<file path="src/rtl/distribute_switch_ctrl_pkg.sv">
// distribute_switch_ctrl_pkg: destination encoding and FSM states shared by the controller and switch benches
package distribute_switch_ctrl_pkg;
  localparam logic [1:0] DEST_DRAIN = 2'b00;
  localparam logic [1:0] DEST_LOW   = 2'b01;
  localparam logic [1:0] DEST_HIGH  = 2'b10;
  localparam logic [1:0] DEST_DUP   = 2'b11;
  typedef enum logic [1:0] {IDLE = 2'd0, STREAM = 2'd1, FLUSH = 2'd2} state_t;
endpackage

</file>
<file path="src/rtl/distribute_switch_ctrl_sync_fifo.sv">
// sync_fifo: command queue with wrap bit on each pointer to tell full from empty
module sync_fifo
  import distribute_switch_ctrl_pkg::*;
#(
  parameter int DATA_WIDTH = 10,
  parameter int DEPTH      = 4
) (
  input  logic                  clk,
  input  logic                  rst,
  input  logic                  push,
  input  logic                  pop,
  input  logic [DATA_WIDTH-1:0] din,
  output logic [DATA_WIDTH-1:0] dout,
  output logic                  full,
  output logic                  empty
);
  localparam int AW = $clog2(DEPTH);
  logic [DATA_WIDTH-1:0] mem [DEPTH];
  logic [AW:0] wr_ptr, rd_ptr;
  assign empty = wr_ptr == rd_ptr;
  assign full  = (wr_ptr[AW] != rd_ptr[AW]) && (wr_ptr[AW-1:0] == rd_ptr[AW-1:0]);
  assign dout  = mem[rd_ptr[AW-1:0]];
  // pointer advance; a push while full is dropped
  always_ff @(posedge clk) begin
    if (rst) begin
      wr_ptr <= '0;
      rd_ptr <= '0;
    end else begin
      if (push && !full) wr_ptr <= wr_ptr + 1'b1;
      if (pop && !empty) rd_ptr <= rd_ptr + 1'b1;
    end
  end
  // storage write, no reset needed
  always_ff @(posedge clk) begin
    if (push && !full) mem[wr_ptr[AW-1:0]] <= din;
  end
endmodule

</file>
<file path="src/rtl/distribute_switch_ctrl.sv">
// distribute_switch_ctrl: sequences queued commands into a one-beat output register feeding a 1-to-2 switch
module distribute_switch_ctrl
  import distribute_switch_ctrl_pkg::*;
#(
  parameter int DATA_WIDTH = 32,
  parameter int CMD_DEPTH  = 4,
  parameter int LEN_WIDTH  = 8
) (
  input  logic                  clk,
  input  logic                  rst,
  input  logic                  i_cmd_valid,
  output logic                  o_cmd_ready,
  input  logic [1:0]            i_cmd_dest,
  input  logic [LEN_WIDTH-1:0]  i_cmd_len,
  input  logic                  i_data_valid,
  output logic                  o_data_ready,
  input  logic [DATA_WIDTH-1:0] i_data_bus,
  input  logic [1:0]            i_down_ready,
  output logic                  o_sw_en,
  output logic [1:0]            o_sw_cmd,
  output logic [1:0]            o_sw_valid,
  output logic [DATA_WIDTH-1:0] o_sw_data_bus,
  output logic                  o_busy,
  output logic                  o_done
);
  state_t state;
  logic [1:0] cur_dest, out_dest, q_dest;
  logic [LEN_WIDTH-1:0] cur_len, beat_cnt, q_len;
  logic [DATA_WIDTH-1:0] out_data;
  logic out_valid, done, full, empty, pop, out_accept, fire;
  assign pop        = (state == IDLE) && !empty;
  assign out_accept = out_valid && (&(i_down_ready | ~out_dest));
  assign o_data_ready = (state == STREAM) && (!out_valid || out_accept);
  assign fire       = i_data_valid && o_data_ready;
  sync_fifo #(.DATA_WIDTH(2 + LEN_WIDTH), .DEPTH(CMD_DEPTH)) u_fifo (
    .clk  (clk),
    .rst  (rst),
    .push (i_cmd_valid && !full),
    .pop  (pop),
    .din  ({i_cmd_dest, i_cmd_len}),
    .dout ({q_dest, q_len}),
    .full (full),
    .empty(empty)
  );
  // command FSM plus the output beat register; a stalled beat holds until the switch takes it
  always_ff @(posedge clk) begin
    if (rst) begin
      state     <= IDLE;
      cur_dest  <= DEST_DRAIN;
      cur_len   <= '0;
      beat_cnt  <= '0;
      out_valid <= 1'b0;
      out_dest  <= DEST_DRAIN;
      out_data  <= '0;
      done      <= 1'b0;
    end else begin
      done      <= 1'b0;
      out_valid <= fire || (out_valid && !out_accept);
      if (fire) begin
        out_data <= i_data_bus;
        out_dest <= cur_dest;
      end
      case (state)
        IDLE: if (!empty) begin
          cur_dest <= q_dest;
          cur_len  <= q_len;
          beat_cnt <= '0;
          state    <= (q_len == '0) ? IDLE : STREAM;
          done     <= q_len == '0;
        end
        STREAM: if (fire) begin
          beat_cnt <= beat_cnt + 1'b1;
          if (beat_cnt == cur_len - 1'b1) state <= FLUSH;
        end
        FLUSH: if (!out_valid || out_accept) begin
          state <= IDLE;
          done  <= 1'b1;
        end
        default: state <= IDLE;
      endcase
    end
  end
  assign o_cmd_ready   = !full;
  assign o_sw_en       = out_valid;
  assign o_sw_cmd      = out_dest;
  assign o_sw_valid    = out_valid ? out_dest : DEST_DRAIN;
  assign o_sw_data_bus = out_data;
  assign o_busy        = (state != IDLE) || !empty;
  assign o_done        = done;
endmodule

</file>
<file path="config.mk">
export PLATFORM = sky130hd
export DESIGN_NAME = distribute_switch_ctrl
export DESIGN_NICKNAME = d
export VERILOG_FILES = /design/src/rtl/distribute_switch_ctrl_pkg.sv /design/src/rtl/distribute_switch_ctrl_sync_fifo.sv /design/src/rtl/distribute_switch_ctrl.sv
export SDC_FILE = /design/constraint.sdc
export NUM_CORES = 1
export LEC_CHECK = 0
export BUFFER_PORTS_ARGS = -buffer_cell sky130_fd_sc_hd__buf_2
export CAP_MARGIN = 30
export CORE_ASPECT_RATIO = 1.75
export CORE_MARGIN = 2
export CORE_UTILIZATION = 45
export CTS_CLUSTER_DIAMETER = 120
export DETAILED_ROUTE_END_ITERATION = 16
export GPL_TIMING_DRIVEN = 0
export PLACE_DENSITY_LB_ADDON = 0.12
export SYNTH_ARGS = -nofsm -noshare
export SYNTH_HDL_FRONTEND = slang
export SYNTH_SLANG_ARGS = --single-unit
</file>
<file path="constraint.sdc">
create_clock -name clk -period 2.55 [get_ports clk]
set_input_delay 0.765 -clock clk [delete_from_list [all_inputs] [get_ports clk]]
set_output_delay 0.765 -clock clk [all_outputs]
set_load 0.01 [all_outputs]
</file>
=== Word level (Yosys, flattened, before mapping) ===
Memory sizes are Yosys's and may differ from the RTL's. A register that Yosys moved wholly into a read port is not among the register bits.
Index checks and enable logic that the tools add are counted.

* Memory bits (writable): 40
* Input bits: 48
* Bits in read-only memories: 0
* Latch bits: 0
* Word-level logic and storage cells: 69
* Flip-flop bits (word level): 62
* Memories: 1

{| class="wikitable"
|+ Memories
! memory !! depth !! bits a word !! read ports !! clocked after Yosys merged registers in !! write ports !! line !! RTL
|-
| u_fifo.mem || 4 || 10 || 1 || 1 || 1 || distribute_switch_ctrl_sync_fifo.sv:18 || <nowiki>logic [DATA_WIDTH-1:0] mem [DEPTH];</nowiki>
|}

* Reductions and logical operators: 24
* Order comparisons: 0
* Bitwise logic cells: 3
* $mul: 0
* Eq/ne operators: 10
* Shift operators: 0
* Add/sub/neg operators: 4
* Mux-type cells: 17
* Divide/modulo/power cells: 0

{| class="wikitable"
|+ Operators with widths
! kind !! number
|-
| 8-bit 2-to-1 mux || 2
|-
| 8-bit one-hot mux with 2 select lines || 1
|-
| 2-bit 2-to-1 mux || 7
|-
| 1-bit logical AND || 9
|-
| 8-bit by 1-bit adder with 8-bit output, second input constant || 1
|-
| 8-bit equality test || 1
|-
| 8-bit logical NOT || 1
|-
| 8-bit by 1-bit subtractor with 8-bit output, second input constant || 1
|-
| 3-bit by 1-bit adder with 3-bit output, second input constant || 2
|-
| 2-bit != test, second input constant || 3
|-
| 2-bit one-hot mux with 3 select lines || 1
|-
| 1-bit 2-to-1 mux || 5
|-
| 1-bit logical NOT || 4
|-
| 2-bit AND reduction || 2
|-
| 4-bit AND reduction || 1
|-
| 2-bit nonzero test || 2
|-
| 3-bit equality test || 1
|-
| 1-bit logical OR || 3
|-
| 3-bit AND reduction || 1
|-
| 2-bit by 1-bit equality test with 1-bit output, second input constant || 1
|-
| 2-bit equality test || 1
|-
| 2-bit equality test, second input constant || 1
|-
| 2-bit logical NOT || 1
|-
| 2-bit by 1-bit != test with 1-bit output, second input constant || 1
|-
| 5 further kinds || 5
|}

=== Depth between registers and ports, before layout ===
* Depth in word-level cells: 9
* Mapped depth: 9
* Mapped depth without buffers: 7

=== By module ===
From an unflattened synthesis, not the netlist that was laid out.

* Cell total of the unflattened synthesis: 417
* Area total of the unflattened synthesis: 4418.0 um^2

{| class="wikitable"
|+ Modules (own cells, without submodules)
! module !! area each (um^2) !! instances !! cells each
|-
| distribute_switch_ctrl || 2401.1 || 1 || 297
|-
| sync_fifo || 2016.9 || 1 || 120
|}

=== Worst setup path before layout ===
Ideal clock, no wire load.

* Path kind: register -> register
* Start point: reg cur_len[0]
* End point: reg state[0]
* Path buffers: 2
* Setup time: 0.133 ns
* Arrival: 1.961 ns
* Setup slack: 0.456 ns
* Data required time: 2.417 ns
* Stages on the path, launching flop included: 10
* Path through: dfxtp_1 clkbuf_1 inv_1 ha_1 clkbuf_1 or4_1 mux2i_1 o21ai_1 a221oi_1 o211ai_1

* Longest elaborated chain between the ends: 4

{| class="wikitable"
|+ RTL lines
! element !! line !! RTL
|-
| start: declaration || distribute_switch_ctrl.sv:28 || <nowiki>logic [LEN_WIDTH-1:0] cur_len, beat_cnt, q_len;</nowiki>
|-
| start signal: assignment || distribute_switch_ctrl.sv:66 || <nowiki>cur_len <= q_len;</nowiki>
|-
| 8-bit by 1-bit subtractor with 8-bit output || distribute_switch_ctrl.sv:73 || <nowiki>if (beat_cnt == cur_len - 1'b1) state <= FLUSH;</nowiki>
|-
| 8-bit equality test || distribute_switch_ctrl.sv:73 ||
|-
| 2-bit by 1-bit != test with 1-bit output (no line) || -- ||
|-
| 4-bit AND reduction (no line) || -- ||
|-
| end signal: assignment || distribute_switch_ctrl.sv:68 || <nowiki>state <= (q_len == '0) ? IDLE : STREAM;</nowiki>
|-
| end: declaration || distribute_switch_ctrl.sv:26 || <nowiki>state_t state;</nowiki>
|}

Every way passes these cells.
A chain may end at the register's enable or synchronous reset.

=== Worst setup path after layout ===
Same ends and word-level chain as after synthesis.

==> metrics.txt <==
# TYPE chip_impl_metric gauge
chip_impl_info{name="outcome",value="complete, no violations"} 1
chip_impl_metric{name="drive_above_1_share",unit="%"} 24.8
chip_impl_metric{name="timing.final.setup_violations",unit=""} 0
chip_impl_info{name="synth.cells.most_frequent",value="sky130_fd_sc_hd__nand2_1 (80), sky130_fd_sc_hd__dfxtp_1 (64), sky130_fd_sc_hd__a21oi_1 (44)"} 1
chip_impl_metric{name="synth.yosys.warnings",unit=""} 0
chip_impl_metric{name="detailroute.via_count",unit=""} 3215
chip_impl_metric{name="cell_internal_pwr",unit="mW"} 3.35
chip_impl_info{name="clock-root-buffer",value="sky130_fd_sc_hd__clkbuf_16"} 1
chip_impl_metric{name="cts_htree_levels",unit=""} 3
chip_impl_metric{name="fin_worst_skew",unit="ps"} 7.02
chip_impl_metric{name="final-max-slew-violation-count",unit=""} 0
chip_impl_metric{name="average_cell_area_after_synthesis",unit="um^2"} 10.7
chip_impl_metric{name="initial_utilization",unit="%"} 46.0
chip_impl_metric{name="route.detailed.vias_per_inst",unit=""} 5.14
chip_impl_metric{name="finalCriticalPeriod",unit="ps"} 2420
chip_impl_metric{name="async_set_or_reset_register_ratio_after_synthesis",unit="%"} 0
chip_impl_info{name="synthFlopType",value="sky130_fd_sc_hd__dfxtp_1"} 1
chip_impl_metric{name="post-route-drc-count",unit=""} 0
chip_impl_metric{name="syn2layout_area_growth",unit="%"} 21.5
chip_impl_metric{name="fin_tns_setup",unit="ps"} 0
chip_impl_metric{name="cts.sink_count",unit=""} 104
chip_impl_metric{name="synth_edf_count",unit=""} 40
chip_impl_metric{name="count_of_placed_standard_cells_in_the_final_layout_fillers_left_out",unit=""} 626
chip_impl_info{name="hold_path.class",value="flip-flop to flip-flop"} 1
chip_impl_metric{name="fin_nets",unit=""} 554
chip_impl_metric{name="clkSlewWorstSetupHoldPaths",unit="ps"} 70
chip_impl_metric{name="synthDominantCellAreaShare",unit="%"} 29.8
chip_impl_metric{name="maxCapViolCount",unit=""} 0
chip_impl_metric{name="p_leak",unit="nW"} 2.04
chip_impl_metric{name="finalCritPeriodShare",unit="%"} 95.0
chip_impl_metric{name="hold_slack",unit="ps"} 452
chip_impl_metric{name="number_of_antenna_violations_at_the_first_check_in_global_routing",unit=""} 0
chip_impl_metric{name="antenna_cells_inserted",unit=""} 0
chip_impl_metric{name="met3WireLength",unit="um"} 392
chip_impl_metric{name="wl_per_cell",unit="um"} 14.1
chip_impl_metric{name="slew_headroom",unit="%"} 60.5
chip_impl_metric{name="design.die.area",unit="um^2"} 10400
chip_impl_metric{name="switching_power",unit="mW"} 1.49
chip_impl_metric{name="m1WireLength",unit="mm"} 3.24
chip_impl_metric{name="coreArea",unit="um^2"} 9350
chip_impl_metric{name="die_height",unit="um"} 133
chip_impl_metric{name="report.final.hold_viol_count",unit=""} 0
chip_impl_metric{name="place.detailed.hpwl",unit="mm"} 6.66
chip_impl_metric{name="grt_pass1_vias",unit=""} 3108
chip_impl_metric{name="max-clock-path-buffers",unit=""} 2
chip_impl_info{name="synth_area_leaders",value="sky130_fd_sc_hd__dfxtp_1 (30%), sky130_fd_sc_hd__edfxtp_1 (28%), sky130_fd_sc_hd__nand2_1 (7.0%)"} 1
chip_impl_metric{name="grt_start_max_net_pins",unit=""} 18
chip_impl_metric{name="power.clock.fraction",unit="%"} 30.2
chip_impl_metric{name="tritoncts.num_buffers",unit=""} 9
chip_impl_metric{name="netlist-cell-type-count",unit=""} 47
chip_impl_metric{name="ant_nets",unit=""} 0
chip_impl_metric{name="met2WireLength",unit="mm"} 4.97
chip_impl_info{name="synth_most_common_cell",value="sky130_fd_sc_hd__nand2_1"} 1
chip_impl_metric{name="fmax",unit="MHz"} 413
chip_impl_metric{name="globalplace.congestion",unit=""} 0.829
chip_impl_metric{name="part_of_the_yosys_area_used_for_sequential_elements",unit="%"} 57.8
chip_impl_metric{name="drt_iter0_drc",unit=""} 150
chip_impl_metric{name="worst-slew-pin-transition",unit="ps"} 592
chip_impl_metric{name="std_cell_rows",unit=""} 47
chip_impl_info{name="yosys.area.top_type",value="sky130_fd_sc_hd__dfxtp_1"} 1
chip_impl_metric{name="post-layout-total-power",unit="mW"} 4.85
chip_impl_info{name="cp-end-kind",value="flip-flop"} 1
chip_impl_metric{name="share_seq_of_total_power",unit="%"} 42.4
chip_impl_info{name="grt_setup_unrepaired",value="no"} 1
chip_impl_metric{name="worst_ir_drop_vdd",unit="uV"} 523
chip_impl_info{name="tritoncts",value="built"} 1
chip_impl_metric{name="groute.usage.overall",unit="%"} 17.6
chip_impl_info{name="critical_path_class",value="flip-flop to flip-flop"} 1
chip_impl_metric{name="ys_seq_elements",unit=""} 104
chip_impl_metric{name="combPwrFrac",unit="%"} 27.4
chip_impl_metric{name="postSynthCellCount",unit=""} 400
chip_impl_metric{name="syn-num-nets",unit=""} 455
chip_impl_metric{name="place.port_buffers",unit=""} 87
chip_impl_metric{name="grt_first_pass_wirelength",unit="mm"} 14.2
chip_impl_info{name="route.top_layer_used",value="met4"} 1
chip_impl_metric{name="wl",unit="mm"} 8.83
chip_impl_metric{name="sum_of_overflow_across_all_layers_after_global_routing",unit=""} 0
chip_impl_metric{name="floorplan.die.width",unit="um"} 77.9
chip_impl_metric{name="placed_cells_incl_taps",unit=""} 609
chip_impl_metric{name="drt-pass1-iter-count",unit=""} 5
chip_impl_metric{name="timing.critical_path.required",unit="ps"} 2780
chip_impl_metric{name="cellPowerDensity",unit="nW/um^2"} 929
chip_impl_metric{name="switching_share",unit="%"} 30.8
chip_impl_metric{name="post_synth_instance_area",unit="um^2"} 4300
chip_impl_metric{name="critical_path.max_fanout",unit=""} 9
chip_impl_metric{name="worstSkewPairLatency",unit="ps"} 350
chip_impl_metric{name="num_io_pins",unit=""} 89
chip_impl_metric{name="crit_arrival",unit="ps"} 2660
chip_impl_info{name="crit_path_start_kind",value="flip-flop"} 1
-- cell usage in the layout (no fill, tap or decap), types with 2 or more instances in the layout --
cell	instances
sky130_fd_sc_hd__buf_2	93
sky130_fd_sc_hd__nand2_1	80
sky130_fd_sc_hd__dfxtp_1	64
sky130_fd_sc_hd__a21oi_1	44
sky130_fd_sc_hd__edfxtp_1	40
sky130_fd_sc_hd__nor2_1	27
sky130_fd_sc_hd__clkbuf_1	17
sky130_fd_sc_hd__mux2i_1	14
sky130_fd_sc_hd__xnor2_1	11
sky130_fd_sc_hd__clkbuf_16	9
sky130_fd_sc_hd__nor4_1	8
sky130_fd_sc_hd__and2_1	7
sky130_fd_sc_hd__ha_1	7
sky130_fd_sc_hd__mux4_2	6
sky130_fd_sc_hd__inv_1	5
sky130_fd_sc_hd__xor2_1	5
sky130_fd_sc_hd__nor2b_1	4
sky130_fd_sc_hd__nand4_1	4
sky130_fd_sc_hd__mux4_1	4
sky130_fd_sc_hd__or3_1	4
sky130_fd_sc_hd__inv_2	3
sky130_fd_sc_hd__a31oi_1	3
sky130_fd_sc_hd__nand3_1	3
sky130_fd_sc_hd__or4_1	3
sky130_fd_sc_hd__o31ai_1	3
sky130_fd_sc_hd__buf_4	2
sky130_fd_sc_hd__nor3_1	2
sky130_fd_sc_hd__o211ai_1	2
sky130_fd_sc_hd__o21ai_1	2
sky130_fd_sc_hd__o21ai_0	2
sky130_fd_sc_hd__a211oi_1	2
sky130_fd_sc_hd__bufinv_16	2
-- power by group through the flow --
stage / Clock (mW) / Combinational, mW / Sequential [mW]
2_1_floorplan: 0 / 0.939 / 2.10
4_1_cts: 1.50 / 1.35 / 2.06
6_report: 1.46 / 1.33 / 2.05
5_1_grt: 1.56 / 1.48 / 2.08
3_3_place_gp: 0 / 1.31 / 2.09
3_5_place_dp: 0 / 1.33 / 2.09
-- layout make-up --
class | count | area [um^2]
well taps | 122 | 153
repair buffers | 88 | 443
plain buffers | 25 | 113
clock inverters | 7 | 95.1
flip-flops and latches | 104 | 2480
clock buffers | 9 | 225
multi-input cells | 263 | 1680
inverters | 8 | 30.0
fillers | 842 | 4130
-- critical path: stages, from the launching register on --
cell	delay [ps]
sky130_fd_sc_hd__dfxtp_1	310
sky130_fd_sc_hd__clkbuf_1	260
sky130_fd_sc_hd__inv_1	110
sky130_fd_sc_hd__ha_1	200
sky130_fd_sc_hd__clkbuf_1	180
sky130_fd_sc_hd__or4_1	420
sky130_fd_sc_hd__mux2i_1	140
sky130_fd_sc_hd__o21ai_1	110
sky130_fd_sc_hd__a221oi_2	290
sky130_fd_sc_hd__buf_4	170
sky130_fd_sc_hd__o211ai_1	100
-- flip-flops by register name, summed over array words and instances (netlist names), named ones only --
| signal | count |
|---|---|
| o_sw_data_bus | 32 |
| beat_cnt | 8 |
| u_fifo.rd_ptr | 3 |
| o_done | 1 |
| cur_dest | 2 |
| o_sw_cmd | 2 |
| u_fifo.mem | 40 |
| state | 2 |
| o_sw_en | 1 |
| cur_len | 8 |
| u_fifo.wr_ptr | 3 |
-- cells by family (layout without fill, tap and decap cells) --
kind of cell / after synthesis / in the layout / share of synthesized area (%)
buffers and inverters: 33 / 137 / 3.32
muxes: 24 / 24 / 8.85
DFF: 104 / 104 / 57.8
AOI/OAI and AO/OA: 66 / 66 / 8.82
xor gates and xnor gates: 16 / 16 / 3.26
adders and majority gates: 7 / 7 / 2.04
and+or+nand+nor: 150 / 150 / 15.9
-- routing by layer --
| layer | track usage [%] | vias up |
|---|---|---|
| met3 | 3.18 | 16 |
| met5 | 0 | - |
| met4 | 9.82 | 0 |
| met2 | 34.1 | 85 |
| li1 | - | 1605 |
| met1 | 16.9 | 1509 |
-- timing repair --
action,4_1_cts,5_1_grt
hold buffers,0,0
endpoints found under the setup margin,2,1
endpoints found under the hold margin,0,0
pin swaps,0,1
gates resized for setup,1,0
buffers inserted,0,1
cloned,0,0
-- final timing paths --
check / startpoint / to / slack (ps) / depth (start not counted)
min reg2reg: o_sw_data_bus[5] / o_sw_data_bus[5] / 450 / 2
max: cur_len[0] / state[0] / 130 / 10
min: o_sw_data_bus[5] / o_sw_data_bus[5] / 450 / 2
max reg2reg: cur_len[0] / state[0] / 130 / 10
-- per-stage QoR --
stage / utilization, % / cell area (um^2) / setup WS [ps]
2_1_floorplan: - / 4300 / 456
3_3_place_gp: 52.2 / 4880 / -48.0
3_5_place_dp: 52.2 / 4880 / -101
4_1_cts: 55.7 / 5210 / 96.5
5_1_grt: 55.8 / 5220 / 2.96
6_report: 55.8 / 5220 / 127
Note: power is estimated with default switching activity, not from simulation.
